<file path="src/rtl/bp_pkg.sv">
// Shared sizing helpers and counter constants for the branch target predictor.
package bp_pkg;

    function automatic int idxWidth(input int entries);
        return $clog2(entries);
    endfunction

    // Tag is whatever PC bits remain above the index and the ignored byte offset.
    function automatic int tagWidth(input int addrWidth, input int entries);
        return addrWidth - $clog2(entries) - 2;
    endfunction

    function automatic int cntInit(input int cntBits);
        return 1 << (cntBits - 1);
    endfunction

    function automatic int cntMax(input int cntBits);
        return (1 << cntBits) - 1;
    endfunction

    localparam int CNT_MIN = 0;

endpackage

</file>
<file path="src/rtl/sat_counter.sv">
// Combinational saturating up/down next-value logic; inc has priority over dec.
module sat_counter #(
    parameter int WIDTH = 2
) (
    input  logic [WIDTH-1:0] cur,
    input  logic             inc,
    input  logic             dec,
    output logic [WIDTH-1:0] nxt
);

    always_comb begin
        nxt = cur;
        if (inc) begin
            if (cur != '1) nxt = cur + WIDTH'(1);
        end else if (dec) begin
            if (cur != '0) nxt = cur - WIDTH'(1);
        end
    end

endmodule

</file>
<file path="src/rtl/branch_target_predictor.sv">
// Direct-mapped BTB with per-entry saturating direction counters, zero-latency
// lookup for IF, resolved-outcome update from EXE and saturating perf counters.
module branch_target_predictor
    import bp_pkg::*;
#(
    parameter int ADDR_WIDTH = 16,
    parameter int ENTRIES    = 16,
    parameter int CNT_BITS   = 2,
    parameter int PERF_WIDTH = 32
) (
    input  logic                  clk,
    input  logic                  rst,
    input  logic [ADDR_WIDTH-1:0] IF_pc,
    output logic                  BP_taken,
    output logic [ADDR_WIDTH-1:0] Predict_Target_pc,
    input  logic                  upd_valid,
    input  logic [ADDR_WIDTH-1:0] upd_pc,
    input  logic                  upd_taken,
    input  logic [ADDR_WIDTH-1:0] upd_target,
    input  logic                  upd_pred_taken,
    input  logic [ADDR_WIDTH-1:0] upd_pred_target,
    output logic                  mispredict,
    input  logic                  bp_clear,
    output logic [PERF_WIDTH-1:0] perf_branches,
    output logic [PERF_WIDTH-1:0] perf_mispred
);

    localparam int IDX_W = idxWidth(ENTRIES);
    localparam int TAG_W = tagWidth(ADDR_WIDTH, ENTRIES);
    localparam logic [CNT_BITS-1:0] CNT_INIT = CNT_BITS'(cntInit(CNT_BITS));

    logic                  validMem  [ENTRIES];
    logic [TAG_W-1:0]      tagMem    [ENTRIES];
    logic [ADDR_WIDTH-1:0] targetMem [ENTRIES];
    logic [CNT_BITS-1:0]   cntMem    [ENTRIES];

    logic [IDX_W-1:0]      ifIdx, updIdx;
    logic [TAG_W-1:0]      ifTag, updTag;
    logic                  ifHit, updHit;
    logic [CNT_BITS-1:0]   cntNext;
    logic [PERF_WIDTH-1:0] branchesNext, mispredNext;
    logic                  unusedPcBits;

    // Instructions are word aligned, so the byte offset never selects anything.
    assign unusedPcBits = ^{IF_pc[1:0], upd_pc[1:0]};

    assign ifIdx  = IF_pc[IDX_W+1:2];
    assign ifTag  = IF_pc[ADDR_WIDTH-1:IDX_W+2];
    assign updIdx = upd_pc[IDX_W+1:2];
    assign updTag = upd_pc[ADDR_WIDTH-1:IDX_W+2];

    assign ifHit             = validMem[ifIdx] && (tagMem[ifIdx] == ifTag);
    assign BP_taken          = ifHit && cntMem[ifIdx][CNT_BITS-1];
    assign Predict_Target_pc = BP_taken ? targetMem[ifIdx] : '0;

    assign updHit     = validMem[updIdx] && (tagMem[updIdx] == updTag);
    assign mispredict = upd_valid &&
                        ((upd_taken != upd_pred_taken) ||
                         (upd_taken && (upd_target != upd_pred_target)));

    sat_counter #(.WIDTH(CNT_BITS)) dirCounter (
        .cur (cntMem[updIdx]),
        .inc (upd_taken),
        .dec (!upd_taken),
        .nxt (cntNext)
    );

    sat_counter #(.WIDTH(PERF_WIDTH)) branchCounter (
        .cur (perf_branches),
        .inc (upd_valid),
        .dec (1'b0),
        .nxt (branchesNext)
    );

    sat_counter #(.WIDTH(PERF_WIDTH)) mispredCounter (
        .cur (perf_mispred),
        .inc (mispredict),
        .dec (1'b0),
        .nxt (mispredNext)
    );

    // Lookups read the array combinationally, so a same-cycle update to the
    // same index is only visible after this edge.
    always_ff @(posedge clk or negedge rst) begin
        if (!rst) begin
            for (int i = 0; i < ENTRIES; i++) begin
                validMem[i]  <= 1'b0;
                tagMem[i]    <= '0;
                targetMem[i] <= '0;
                cntMem[i]    <= '0;
            end
        end else if (bp_clear) begin
            for (int i = 0; i < ENTRIES; i++) begin
                validMem[i] <= 1'b0;
            end
        end else if (upd_valid) begin
            if (updHit) begin
                cntMem[updIdx] <= cntNext;
                if (upd_taken) targetMem[updIdx] <= upd_target;
            end else if (upd_taken) begin
                validMem[updIdx]  <= 1'b1;
                tagMem[updIdx]    <= updTag;
                targetMem[updIdx] <= upd_target;
                cntMem[updIdx]    <= CNT_INIT;
            end
        end
    end

    always_ff @(posedge clk or negedge rst) begin
        if (!rst) begin
            perf_branches <= '0;
            perf_mispred  <= '0;
        end else begin
            perf_branches <= branchesNext;
            perf_mispred  <= mispredNext;
        end
    end

endmodule

</file>
<file path="config.mk">
export PLATFORM = sky130hd
export DESIGN_NAME = branch_target_predictor
export DESIGN_NICKNAME = d
export VERILOG_FILES = /design/src/rtl/bp_pkg.sv /design/src/rtl/sat_counter.sv /design/src/rtl/branch_target_predictor.sv
export SDC_FILE = /design/constraint.sdc
export NUM_CORES = 1
export LEC_CHECK = 0
export ABC_AREA = 1
export CAP_MARGIN = 20
export CORE_UTILIZATION = 35
export DETAILED_ROUTE_END_ITERATION = 16
export HOLD_SLACK_MARGIN = 0.12
export SLEW_MARGIN = 20
export SYNTH_ARGS = -nofsm -noshare
export SYNTH_HDL_FRONTEND = slang
export SYNTH_SLANG_ARGS = --single-unit
</file>
<file path="constraint.sdc">
create_clock -name clk -period 3.6 [get_ports clk]
set_input_delay 0.54 -clock clk [delete_from_list [all_inputs] [get_ports clk]]
set_output_delay 0.54 -clock clk [all_outputs]
set_load 0.005 [all_outputs]
</file>
==> results of run 1 <==
-- Yosys cell counts (3+ instances only) --
cell / count
a21oi_1: 136
a221o_1: 5
a221oi_1: 37
a22oi_1: 12
a311o_1: 6
a32o_1: 4
buf_1: 10
buf_2: 52
buf_4: 18
buf_6: 9
clkbuf_1: 148
clkinv_1: 3
dfrtp_1: 528
inv_1: 182
nand2_1: 1206
nand3_1: 106
nand3_2: 6
nand4_1: 26
nor2_1: 242
nor2_2: 3
nor3_1: 36
nor4_1: 10
o211ai_1: 34
o21a_1: 11
o21ai_0: 567
o21ai_1: 25
o221ai_1: 19
o22ai_1: 7
o31ai_1: 11
o32ai_1: 5
or2_2: 4
xnor2_1: 19
xor2_1: 51
-- stage by stage --
| step | instance area (sq um) | hold slack, ps |
|---|---|---|
| 6_report | 32700 | 484 |
| 5_1_grt | 32700 | 497 |
| 2_1_floorplan | 27100 | 244 |
| 3_3_place_gp | 30400 | 466 |
| 3_5_place_dp | 30400 | 473 |
| 4_1_cts | 32700 | 465 |
-- worst reg2reg max path: cells and delay by family, from the launching register on --
family                 cells  cell delay, ps
buffers and inverters      4             600
and+or+nand+nor            7            1420
AOI/OAI and AO/OA          1              70
DFF                        1             380
-- repair_timing --
action | in CTS | in global routing
hold endpoints to repair | 59 | 0
gates resized for setup | 14 | 18
buffers inserted | 0 | 1
pin swaps | 1 | 2
hold buffers | 1 | 0
endpoints found under the setup margin | 17 | 12
-- worst paths after layout --
kind	start	endpoint	slack, ps
worst max-delay path	cntMem[17]	Predict_Target_pc[7]	180
worst min-delay path	targetMem[20]	targetMem[20]	480
worst max register to register	perf_mispred[2]	perf_mispred[23]	1020
worst min register to register	targetMem[20]	targetMem[20]	480
max in group asynchronous	rst	tagMem[159]	2030
min in group asynchronous	rst	tagMem[74]	500
-- layout make-up --
| class | instances | area (sq um) |
|---|---|---|
| fill | 7775 | 43600 |
| sequential | 528 | 13200 |
| tap | 1030 | 1290 |
| multi-input combinational | 2605 | 12100 |
| timing repair buffer | 283 | 3110 |
| clock buffer | 81 | 1740 |
| inverter | 188 | 716 |
| clock inverter | 35 | 512 |
-- routing by layer --
| metal | up-vias | GRT usage [%] | share of wire (%) |
|---|---|---|---|
| met5 | - | 0 | 0.010 |
| met4 | 2 | 6.32 | 2.7 |
| met3 | 137 | 3.11 | 6.6 |
| met2 | 851 | 35.9 | 45 |
| met1 | 11900 | 31.9 | 46 |
| li1 | 11900 | - | - |
-- sequential cells by signal, summed over array words and instances, names as in the netlist --
name,count
cntMem,32
perf_branches,32
perf_mispred,32
tagMem,160
targetMem,256
validMem,16
-- report_power, final --
part           total [W]  switching [W]  internal [W]
clock network    0.00688        0.00268       0.00420
logic            0.00245        0.00146      0.000990
registers        0.00719       0.000512       0.00667
-- cell families (layout without fill, tap and decap cells) --
family	Yosys count	after routing	share of synthesized area (%)
compound gates	884	884	18.1
buf+inv	427	587	6.66
flops	528	528	48.7
simple gates	1649	1649	24.2
fa+ha+maj	2	2	0.0922
xor+xnor	70	70	2.26
==> metrics.md, run 1 <==
| Metric | Value |
|---|---|
| Boundary pin count | `152` |
| Worst hold stages | `2` |
| Critical path's slowest cell | `dfrtp_1` |
| Top cells by area, synth | `dfrtp_1, nand2_1, o21ai_0` |
| Clk sinks | `approximately 530` |
| Worst min path class | `register to register` |
| RSZ-0062 raised after global routing | `no` |
| Starting Density | `35.5%` |
| Setup violators final | `0` |
| Vias per std cell | `5.22` |
| Pin count of the biggest net entering global routing | `slightly above 100` |
| Final Skew | `32.6 ps` |
| Clock transition at the registers of the reported paths | `60 ps` |
| CP Depth | `14` |
| Number of flops mapped to enable cells by yosys | `0` |
| Crit-path cells | `inv_1, nand2_1, o21ai_0, a21oi_1, o21ai_0, o21a_1, nor2_2, nand3_1, nor2_2, nand3_2, buf_12, buf_4, nor2_1, clkdlybuf4s15_1` |
| Top cell type's share of synthesized area | `48.7%` |
| Data required, critical path | `3060 ps` |
| Final worst path period share | `95.0%` |
| Worst slack, placed | `-117 ps` |
| Port Buffers | `between 100 and 150` |
| Fmax | `292 MHz` |
| Syn nets | `3632` |
| Non-Filler Instances | `4750` |
| Drt drc | `0` |
| Pins Over Slew Limit | `0` |
| Post-route minimum period | `roughly 3400 ps` |
| Initial DRC Count | `2409` |
| Setup ws final | `180 ps` |
| CP startpoint kind | `register` |
| GP Congestion | `0.915` |
| Cell family with most CP delay | `compound AO/OA/AOI/OAI gates` |
| Worst Path Max Fanout | `16` |
| Ant diodes | `0` |
| Cell accounting for the most synthesized area | `dfrtp_1` |
| CTS tree | `built` |
| Most frequent cells in the layout | `nand2_1, o21ai_0, dfrtp_1, nor2_1, inv_1` |
| Die height | `between 200 and 300 um` |
| Worst IR drop on VDD | `0.472 mV` |
| Sequential fraction of the synthesis area | `between 40% and 50%` |
| Worst skew pair latency | `650 ps` |
| Total grt overflow | `0` |
| Final wirelength | `89.0 mm` |
| R2R depth | `12` |
| Vias in the first global route | `around 23000` |
| Unique masters post-synth | `47` |
| Row cnt | `about 100` |
| Total CTS buffers | `61` |
| Synthesis-stage register bit count | `approximately 530` |
| Total power per unit cell area | `between 500 and 600 nW/um^2` |
| Crit-path max cell delay | `340 ps` |
| Vias | `24800` |
| Initial antenna violation count | `1` |
| Global-route wire length before repair | `~140 mm` |
| Final TNS setup | `0 ps` |
| CP arrival | `2880 ps` |
| CTS H-tree depth | `2` |
| GRT Total Usage | `~23%` |
| Async set or reset register ratio after synthesis | `100%` |
| Die area | `78600 sq um` |
| Most common cell after layout, fill and taps aside | `nand2_1` |
| Overall power | `around 0.017 W` |
| Max Buffers Root-to-Sink | `3` |
| Mean Syn Cell Area | `7.62 sq um` |
| CP Capture Type | `output port` |
| Placed Cells incl. Taps | `4632` |
| Gate Count Post-Synth | `3560` |
| Synth-to-layout area growth | `20.6%` |
| CORE AREA | `76300 sq um` |
| Post-DP HPWL | `approximately 57 mm` |
| Synth Cell Area | `27100 sq um` |
| CP Class | `register to output port` |
| Utilization after layout | `roughly 43%` |
| Lkg Pwr | `around 15 nW` |
| Final hold violations | `0` |
| Post-DR wirelength/cell | `roughly 19 um` |
| Max_slew headroom | `between 40% and 50%` |
| Run status | `finished clean` |
| Primary FF master, synth | `dfrtp_1` |
| Synth warn | `0` |
| Share of layout cells above drive strength 1 | `7.66%` |
| 1st-pass router iterations | `6` |
| Final ANT Viol Nets | `0` |
| # Max-Cap Violations | `0` |
| Nets@finish | `between 3000 and 4000` |
| Die X | `roughly 280 um` |
| Critical path buffers and inverters | `4` |
| CTS root buf | `clkbuf_16` |
| Worst-margin pin slew | `830 ps` |
No activity file was read; power rests on OpenSTA's default activity.
==> run 2: changes to the inputs <==
--- a/config.mk
+++ b/config.mk
@@ -6,7 +6,7 @@
 export NUM_CORES = 1
 export LEC_CHECK = 0
 export ABC_AREA = 1
-export CAP_MARGIN = 20
+export CAP_MARGIN = 0
 export CORE_UTILIZATION = 35
 export DETAILED_ROUTE_END_ITERATION = 16
 export HOLD_SLACK_MARGIN = 0.12
@@ -14,3 +14,4 @@
 export SYNTH_ARGS = -nofsm -noshare
 export SYNTH_HDL_FRONTEND = slang
 export SYNTH_SLANG_ARGS = --single-unit
+export TNS_END_PERCENT = 1
==> constraint.sdc (replaced) <==
create_clock -name clk -period 3.6 [get_ports clk]
set_input_delay 0.54 -clock clk [delete_from_list [all_inputs] [get_ports clk]]
set_output_delay 0.54 -clock clk [all_outputs]
set_load 0.1 [all_outputs]
==> metrics.md, run 2 (synthesis results as in run 1) <==
| Metric | Value |
|---|---|
| Most common cell after layout, fill and taps aside | `nand2_1` |
| CP arrival | `3030 ps` |
| Share of layout cells above drive strength 1 | `7.55%` |
| Boundary pin count | `approximately 150` |
| Utilization after layout | `42.5%` |
| Vias | `roughly 25000` |
| Reg2Reg Setup Slack | `990 ps` |
| Setup violators final | `0` |
| Top reg by flops | `targetMem` |
| Final Skew | `27.4 ps` |
| Worst hold stages | `2` |
| Post-DR wirelength/cell | `18.7 um` |
| Fmax | `280 MHz` |
| Crit-path cells | `buf_6, buf_12, nor2_1, a21oi_1, o21ai_0, nand2_1, o21ai_0, o21a_1, nor2_2, nand3_1, nor2_1, nand3_2, buf_4, buf_12, nor2_1, buf_12` |
| Max reg flops | `256` |
| Critical path buffers and inverters | `5` |
| Vias in the first global route | `23200` |
| Worst slack, placed | `-62.4 ps` |
| CTS root buf | `clkbuf_16` |
| Total power per unit cell area | `~500 nW/um^2` |
| CTS H-tree depth | `2` |
| 1st-pass router iterations | `6` |
| Synth-to-layout area growth | `19.5%` |
| Worst-margin pin slew | `1000 ps` |
| Lkg Pwr | `roughly 15 nW` |
| Post-route minimum period | `3570 ps` |
| Crit-path max cell delay | `290 ps` |
| Final worst path period share | `99.1%` |
| Global-route wire length before repair | `137 mm` |
| Critical path's slowest cell | `buf_12` |
| Setup ws final | `around 32 ps` |
| # Max-Cap Violations | `0` |
| Final hold violations | `0` |
| Biggest regs | `targetMem: 256 flops, tagMem: 160 flops` |
| Fillers | `7739` |
| Post-DP HPWL | `55.2 mm` |
| Worst skew pair latency | `640 ps` |
| Run status | `finished clean` |
| Drt drc | `0` |
| Pin count of the biggest net entering global routing | `127` |
| Pins Over Slew Limit | `0` |
| Vias per std cell | `5.23` |
| CP Depth | `16` |
| R2R depth | `12` |
| Port Buffers | `147` |
| Worst Path Max Fanout | `46` |
| CORE AREA | `76300 sq um` |
| Most frequent cells in the layout | `nand2_1, o21ai_0, dfrtp_1, nor2_1, inv_1` |
| Data required, critical path | `3060 ps` |
| Starting Density | `35.5%` |
| Total grt overflow | `0` |
| Worst IR drop on VDD | `0.457 mV` |
| Ant diodes | `0` |
| Clock transition at the registers of the reported paths | `50 ps` |
| Die area | `between 70000 and 80000 sq um` |
| Die X | `280 um` |
| Die height | `about 280 um` |
| Nets@finish | `3721` |
| CP Class | `input port to output port` |
| Initial antenna violation count | `1` |
| CP Capture Type | `output port` |
| RSZ-0062 raised after global routing | `yes` |
| Max Buffers Root-to-Sink | `3` |
| Clk sinks | `528` |
| Max_slew headroom | `32.9%` |
| Cell family with most CP delay | `buffers and inverters` |
| Total CTS buffers | `60` |
| Final ANT Viol Nets | `0` |
| Final wirelength | `around 90 mm` |
| GRT Total Usage | `22.2%` |
| Row cnt | `101` |
| GP Congestion | `0.895` |
| Worst min path class | `register to register` |
| CP startpoint kind | `input port` |
| CTS tree | `built` |
| Initial DRC Count | `2455` |
[run 2: area by class of cell]
| cell class | count | area, sq um | area share, % |
|---|---|---|---|
| Clock buffer | 85 | 1690 | 5.20 |
| Clock inverter | 23 | 279 | 0.861 |
| Inverter | 188 | 732 | 2.26 |
| Multi-Input combinational cell | 2605 | 12200 | 37.7 |
| Sequential cell | 528 | 13200 | 40.8 |
| Tap cell | 1030 | 1290 | 3.98 |
| Timing Repair Buffer | 266 | 3000 | 9.27 |
[run 2: metrics by stage]
step	std cells	instance area [sq um]	total power [W]	hold slack [ps]	setup TNS (ps)
2_1_floorplan	3560	27100	0.00922	244	-5840
3_3_place_gp	4613	30300	0.0102	465	-28.5
3_5_place_dp	4613	30300	0.0102	473	-62.4
4_1_cts	4722	32300	0.0165	463	0
5_1_grt	4725	32400	0.0172	495	-797
6_report	4725	32400	0.0164	483	0
[run 2: path summary, 6_finish.rpt]
check | startpoint | to
worst max-delay path | IF_pc[2] | Predict_Target_pc[7]
worst min-delay path | tagMem[99] | tagMem[99]
worst max register to register | perf_mispred[2] | perf_mispred[23]
worst min register to register | tagMem[99] | tagMem[99]
max in group asynchronous | rst | perf_mispred[5]
min in group asynchronous | rst | tagMem[64]
[run 2: routing by layer]
metal,global-route usage (%),share of wire (%),up-vias
met5,0,0.010,-
li1,-,-,11900
met4,6.74,2.9,2
met1,32.0,46,11800
met2,34.5,45,852
met3,2.90,6.8,146
[run 2: worst min-delay path, stage by stage (launching register included)]
cell	delay [ps]
dfrtp_1	340
nand2_1	50
o21ai_0	60
[run 2: repair_timing]
| item | 4_1_cts | 5_1_grt |
|---|---|---|
| endpoints found under the hold margin | 70 | 0 |
| cloned | 0 | 1 |
| hold buffers | 1 | 0 |
| pin swaps | 0 | 8 |
| resized for setup | 5 | 33 |
| endpoints found under the setup margin | 3 | 16 |
| setup buffers | 0 | 3 |
[run 2: report_power, final]
part | internal (W) | leakage [nW] | total [W] | switching, W
combinational | 0.000961 | 6.74 | 0.00299 | 0.00203
clock | 0.00361 | 0.966 | 0.00620 | 0.00259
sequential | 0.00668 | 6.99 | 0.00718 | 0.000504
total | 0.0112 | 14.7 | 0.0164 | 0.00513
